[src/rtl/demux_pkg.sv]
// Shared definitions for the serial-to-parallel demultiplexer.
package demux_pkg;

    localparam int WIDTH_DEF = 16;
    localparam int SEL_W_DEF = 4;

    typedef enum logic {
        IDLE = 1'b0,
        FILL = 1'b1
    } state_t;

endpackage

[src/rtl/decoder_n.sv]
// SEL_W-to-WIDTH one-hot decoder with enable; all outputs low when en=0.
module decoder_n #(
    parameter int SEL_W = 4,
    parameter int WIDTH = 16
) (
    input  logic [SEL_W-1:0] sel,
    input  logic             en,
    output logic [WIDTH-1:0] onehot
);

    always_comb begin
        onehot = '0;
        if (en) begin
            onehot[sel] = 1'b1;
        end
    end

endmodule

[src/rtl/demux_s2p.sv]
// 1-to-WIDTH serial demultiplexer: bits are collected LSB-first and handed
// out as a registered word over a valid/ready handshake.
//
//  state | meaning
//  ------+---------------------------------------------------------------
//  IDLE  | waiting for start; serial input ignored, in_ready low
//  FILL  | collecting bits into position idx; words issued back-to-back
module demux_s2p
    import demux_pkg::*;
#(
    parameter int WIDTH = WIDTH_DEF,
    parameter int SEL_W = SEL_W_DEF
) (
    input  logic             clk,
    input  logic             rst,
    input  logic             start,
    input  logic             in_bit,
    input  logic             in_valid,
    output logic             in_ready,
    output logic [WIDTH-1:0] out,
    output logic             out_valid,
    input  logic             out_ready,
    output logic [SEL_W-1:0] bit_idx,
    output logic             frame_err
);

    state_t           state_q, state_d;
    logic [SEL_W-1:0] idx_q, idx_d;
    // The last bit of a word goes straight to out, so the collector holds
    // only the lower WIDTH-1 positions.
    logic [WIDTH-2:0] coll_q, coll_d;
    logic [WIDTH-1:0] out_q, out_d;
    logic             out_valid_q, out_valid_d;
    logic             frame_err_q, frame_err_d;

    logic             acc;
    logic             cons;
    logic [SEL_W-1:0] wr_idx;
    logic [WIDTH-1:0] we;

    assign in_ready = (state_q == FILL) &&
                      !((idx_q == SEL_W'(WIDTH - 1)) && out_valid_q && !out_ready);
    assign acc      = in_valid && in_ready;
    assign cons     = out_valid_q && out_ready;
    // A start in FILL restarts the word, so a same-cycle bit lands in slot 0.
    assign wr_idx   = start ? '0 : idx_q;

    decoder_n #(
        .SEL_W (SEL_W),
        .WIDTH (WIDTH)
    ) u_dec (
        .sel    (wr_idx),
        .en     (acc),
        .onehot (we)
    );

    always_comb begin
        state_d     = state_q;
        idx_d       = idx_q;
        coll_d      = coll_q;
        out_d       = out_q;
        out_valid_d = out_valid_q;
        frame_err_d = 1'b0;

        case (state_q)
            IDLE: begin
                if (start) begin
                    state_d = FILL;
                    idx_d   = '0;
                    coll_d  = '0;
                end
            end
            FILL: begin
                if (start) begin
                    idx_d       = '0;
                    coll_d      = '0;
                    frame_err_d = (idx_q != '0);
                end
                if (acc) begin
                    idx_d = wr_idx + SEL_W'(1);
                end
                for (int i = 0; i < WIDTH - 1; i++) begin
                    if (we[i]) begin
                        coll_d[i] = in_bit;
                    end
                end
                if (we[WIDTH-1]) begin
                    out_d = {in_bit, coll_q};
                end
            end
        endcase

        if (we[WIDTH-1]) begin
            out_valid_d = 1'b1;
        end else if (cons) begin
            out_valid_d = 1'b0;
        end
    end

    always_ff @(posedge clk) begin
        if (rst) begin
            state_q     <= IDLE;
            idx_q       <= '0;
            coll_q      <= '0;
            out_q       <= '0;
            out_valid_q <= 1'b0;
            frame_err_q <= 1'b0;
        end else begin
            state_q     <= state_d;
            idx_q       <= idx_d;
            coll_q      <= coll_d;
            out_q       <= out_d;
            out_valid_q <= out_valid_d;
            frame_err_q <= frame_err_d;
        end
    end

    assign out       = out_q;
    assign out_valid = out_valid_q;
    assign bit_idx   = idx_q;
    assign frame_err = frame_err_q;

endmodule

[config.mk]
export PLATFORM = sky130hd
export DESIGN_NAME = demux_s2p
export DESIGN_NICKNAME = d
export VERILOG_FILES = /design/src/rtl/demux_pkg.sv /design/src/rtl/decoder_n.sv /design/src/rtl/demux_s2p.sv
export SDC_FILE = /design/constraint.sdc
export NUM_CORES = 1
export LEC_CHECK = 0
export ABC_AREA = 0
export CORE_MARGIN = 5
export CORE_UTILIZATION = 40
export CTS_CLUSTER_SIZE = 30
export DETAILED_ROUTE_END_ITERATION = 10
export PLACE_DENSITY_LB_ADDON = 0.12
export SYNTH_ARGS = -nofsm -noshare
export SYNTH_HDL_FRONTEND = slang
export SYNTH_SLANG_ARGS = --single-unit
[constraint.sdc]
create_clock -name clk -period 2.63 [get_ports clk]
set_input_delay 0.6575 -clock clk [delete_from_list [all_inputs] [get_ports clk]]
set_output_delay 0.6575 -clock clk [all_outputs]
set_load 0.1 [all_outputs]
==> flow_metrics.py, run 1 <==
metrics = {
    "outcome": {
        "run_status": "completed",
    },
    "sta": {
        "setup_viol": 0,
        "period_needed_ns": 2.47,
        "tightestPinTransition_ns": 0.625,
        "slew_violations": 0,
        "skew_ns": 0.00404,
        "hold_viol": 0,
        "fmax_ghz": 0.405,
        "fin_crit_sh": 0.940,
        "grt_setup_unrepaired": "false",
        "relSlewSlack": 0.582,
        "hold_ws_ns": 0.467,
        "setup_ws_ns": 0.159,
        "tns_ns": 0,
    },
    "worst_setup_path": {
        "path_class": "in -> out",
        "path_delay_family": "buffers and inverters",
        "path_buf_inv": 2,
        "crit_path_top_delay_cell": "clkdlybuf4s50_1",
        "worstPathMaxFanout": 4,
        "start_kind": "primary input",
        "cp-end-kind": "primary output",
        "cp_data_required_time_ns": 1.97,
        "cpPeakStageDelay_ns": 0.50,
        "critPathArrivalTime_ns": 1.81,
        "path_cells": "clkdlybuf4s50_1, and3b_1, a21boi_4, buf_12",
    },
    "cts": {
        "clk_latency_ns": 0.28,
        "ctsResizeCount": 0,
        "cts_max_level": 2,
        "clkSinkCount": 38,
        "cts_setup_buffers": 0,
        "cts.hold.buffers_added": 0,
        "cts_buffers": 5,
        "root_buffer": "clkbuf_8",
        "cts_buffer_depth": 2,
        "cts_tree": "done",
        "path_clk_slew_ns": 0.06,
    },
    "drt": {
        "dr.pass1.iters": 4,
        "drtAntennaViolNets": 0,
        "drt_iter0_drc": 46,
        "routed_wl_microns": 3890,
        "vias_per_cell": 5.00,
        "vias": 1356,
        "wl_per_cell_microns": 14.4,
        "drcViolationCount": 0,
    },
    "floorplanning": {
        "initial_core_util": 0.417,
        "core_region_area_sq_um": 4410,
        "ios": 29,
        "num_rows": 24,
        "die-area_sq_um": 6050,
        "die_y_microns": 77.8,
        "dieWidth_microns": 77.8,
    },
    "grt": {
        "grt_pass1_wl_microns": 6490,
        "grt_max_degree": 20,
        "grt_pass1_vias": 1351,
        "grt_usage": 0.136,
        "antenna_found_initial": 0,
        "gr-total-overflow": 0,
    },
    "place": {
        "routabilityCongestion": 0.869,
        "dp_slack_ns": 0.0795,
        "io_buffers": 28,
        "place_hpwl_microns": 2780,
    },
    "pwr": {
        "pwr_density_cell_nw_per_um2": 478,
        "p_leak_uw": 0.000880,
        "total_power_uw": 1050,
        "ir_drop_v": 0.000165,
    },
    "synthesis": {
        "syn_inst": 192,
        "synth_fp_nets": 202,
        "synth-seq-cells": 38,
        "yosys_warnings": 0,
        "postSynthAreaPerCell_sq_um": 9.58,
        "synthDistinctLibCells": 34,
        "synth-seq-area-share": 0.414,
        "netlist_area_sq_um": 1840,
    },
    "final_layout": {
        "antenna_cells": 0,
        "nNetsFinal": 230,
        "syn_to_final_growth_pct": 19.1,
        "layout-drive-gt1-share": 0.187,
    },
    "min_path": {
        "hp-class": "reg -> reg",
    },
    "flow_run": {
        "drv_cap": 0,
    },
}
## cells in the mapped netlist
library cell / count / area share
a2111o_1: 1 / 0.0061
a2111oi_0: 1 / 0.0048
a21boi_0: 1 / 0.0041
a21oi_1: 3 / 0.0082
a31oi_1: 1 / 0.0034
and3_1: 4 / 0.014
and3_4: 2 / 0.012
and3b_1: 1 / 0.0048
and3b_4: 1 / 0.0068
buf_12: 1 / 0.011
buf_2: 3 / 0.0082
buf_4: 1 / 0.0041
buf_6: 2 / 0.012
clkbuf_1: 6 / 0.012
dfxtp_1: 38 / 0.41
ha_1: 4 / 0.027
inv_1: 4 / 0.0082
mux2_2: 2 / 0.012
mux2i_1: 31 / 0.17
nand2_1: 22 / 0.045
nand2b_1: 32 / 0.11
nand3_1: 4 / 0.011
nand3b_1: 1 / 0.0041
nand4b_1: 2 / 0.0095
nor2_1: 6 / 0.012
nor2b_1: 1 / 0.0034
nor3_1: 2 / 0.0054
nor3b_1: 6 / 0.024
nor4_1: 1 / 0.0034
o211ai_1: 4 / 0.016
o21ai_0: 1 / 0.0027
o21bai_1: 1 / 0.0041
o31ai_1: 1 / 0.0041
or2b_1: 1 / 0.0041
## state kept, by name, summed over array words and instances, names as in the netlist
name	count
bit_idx	4
frame_err	1
state_q	1
out	16
coll_q	15
out_valid	1
## per-stage QoR
stage                     cell area [sq um]  instances  utilization
after CTS                              2190        271        0.496
after global placement                 2110        265        0.478
final                                  2190        271        0.496
after detailed placement               2110        265        0.478
after floorplan                        1850        192            -
after global routing                   2190        271        0.496
## power by group
group	internal, uW	leakage (uW)	switching, uW
clock network	202	0.0000431	186
logic	33.7	0.000531	44.0
registers	578	0.000306	4.30
## cells by family (layout without fill, tap and decap cells)
family	after synthesis	in the layout	share of synthesized area
multiplexers	33	33	0.181
adder cells (fa/ha/maj)	4	4	0.0272
AND/OR/NAND/NOR	86	86	0.269
buffers and inverters	17	44	0.0558
flip-flops	38	38	0.414
AO/OA/AOI/OAI	14	14	0.0537
## final cells by class
type | count | area (sq um)
Fill cell | 445 | 2220
Inverter | 4 | 15.0
Clock buffer | 6 | 82.6
Sequential cell | 38 | 761
Multi-Input combinational cell | 137 | 987
Tap cell | 52 | 65.1
Timing Repair Buffer | 34 | 280
## cells in the final DEF (no fill, tap or decap), types with 2 or more instances in the layout
master,count
buf_4,28
and3_1,4
nor3b_1,6
nand4b_1,2
o211ai_1,4
nor2_1,6
nand3_1,4
nor3_1,2
dfxtp_1,38
clkdlybuf4s50_1,5
a21oi_1,3
ha_1,4
mux2i_1,31
and3_4,2
nand2_1,22
inv_1,4
mux2_2,2
clkbuf_8,6
nand2b_1,32
## layer usage
layer	track usage	up-vias	part of all wire
met4	0.0567	0	0.017
met2	0.218	25	0.47
met5	0	-	0
met1	0.163	621	0.47
met3	0.0509	8	0.052
li1	-	702	-
## final timing paths
path,slack [ns],cells after the start,end,start
min,0.47,2,coll_q[2]$_SDFF_PP0_,coll_q[2]$_SDFF_PP0_
max,0.16,4,in_ready,out_ready
min reg2reg,0.47,2,coll_q[2]$_SDFF_PP0_,coll_q[2]$_SDFF_PP0_
max reg2reg,0.80,6,out[3]$_SDFFE_PP0P_,bit_idx[0]$_SDFF_PP0_
## worst min-delay path: stages, from the launching register on
cell	delay [ns]
dfxtp_1	0.31
nand2_1	0.05
mux2i_1	0.06
Power figures use the tool's default switching activity.
==> inputs of run 2 (changes only) <==
--- a/config.mk
+++ b/config.mk
@@ -8,6 +8,7 @@
 export ABC_AREA = 0
 export CORE_MARGIN = 5
 export CORE_UTILIZATION = 40
+export CTS_CLUSTER_DIAMETER = 150
 export CTS_CLUSTER_SIZE = 30
 export DETAILED_ROUTE_END_ITERATION = 10
 export PLACE_DENSITY_LB_ADDON = 0.12
==> results of run 2 <==
Same layout as run 1: the final DEF is identical, and so are final timing and power.
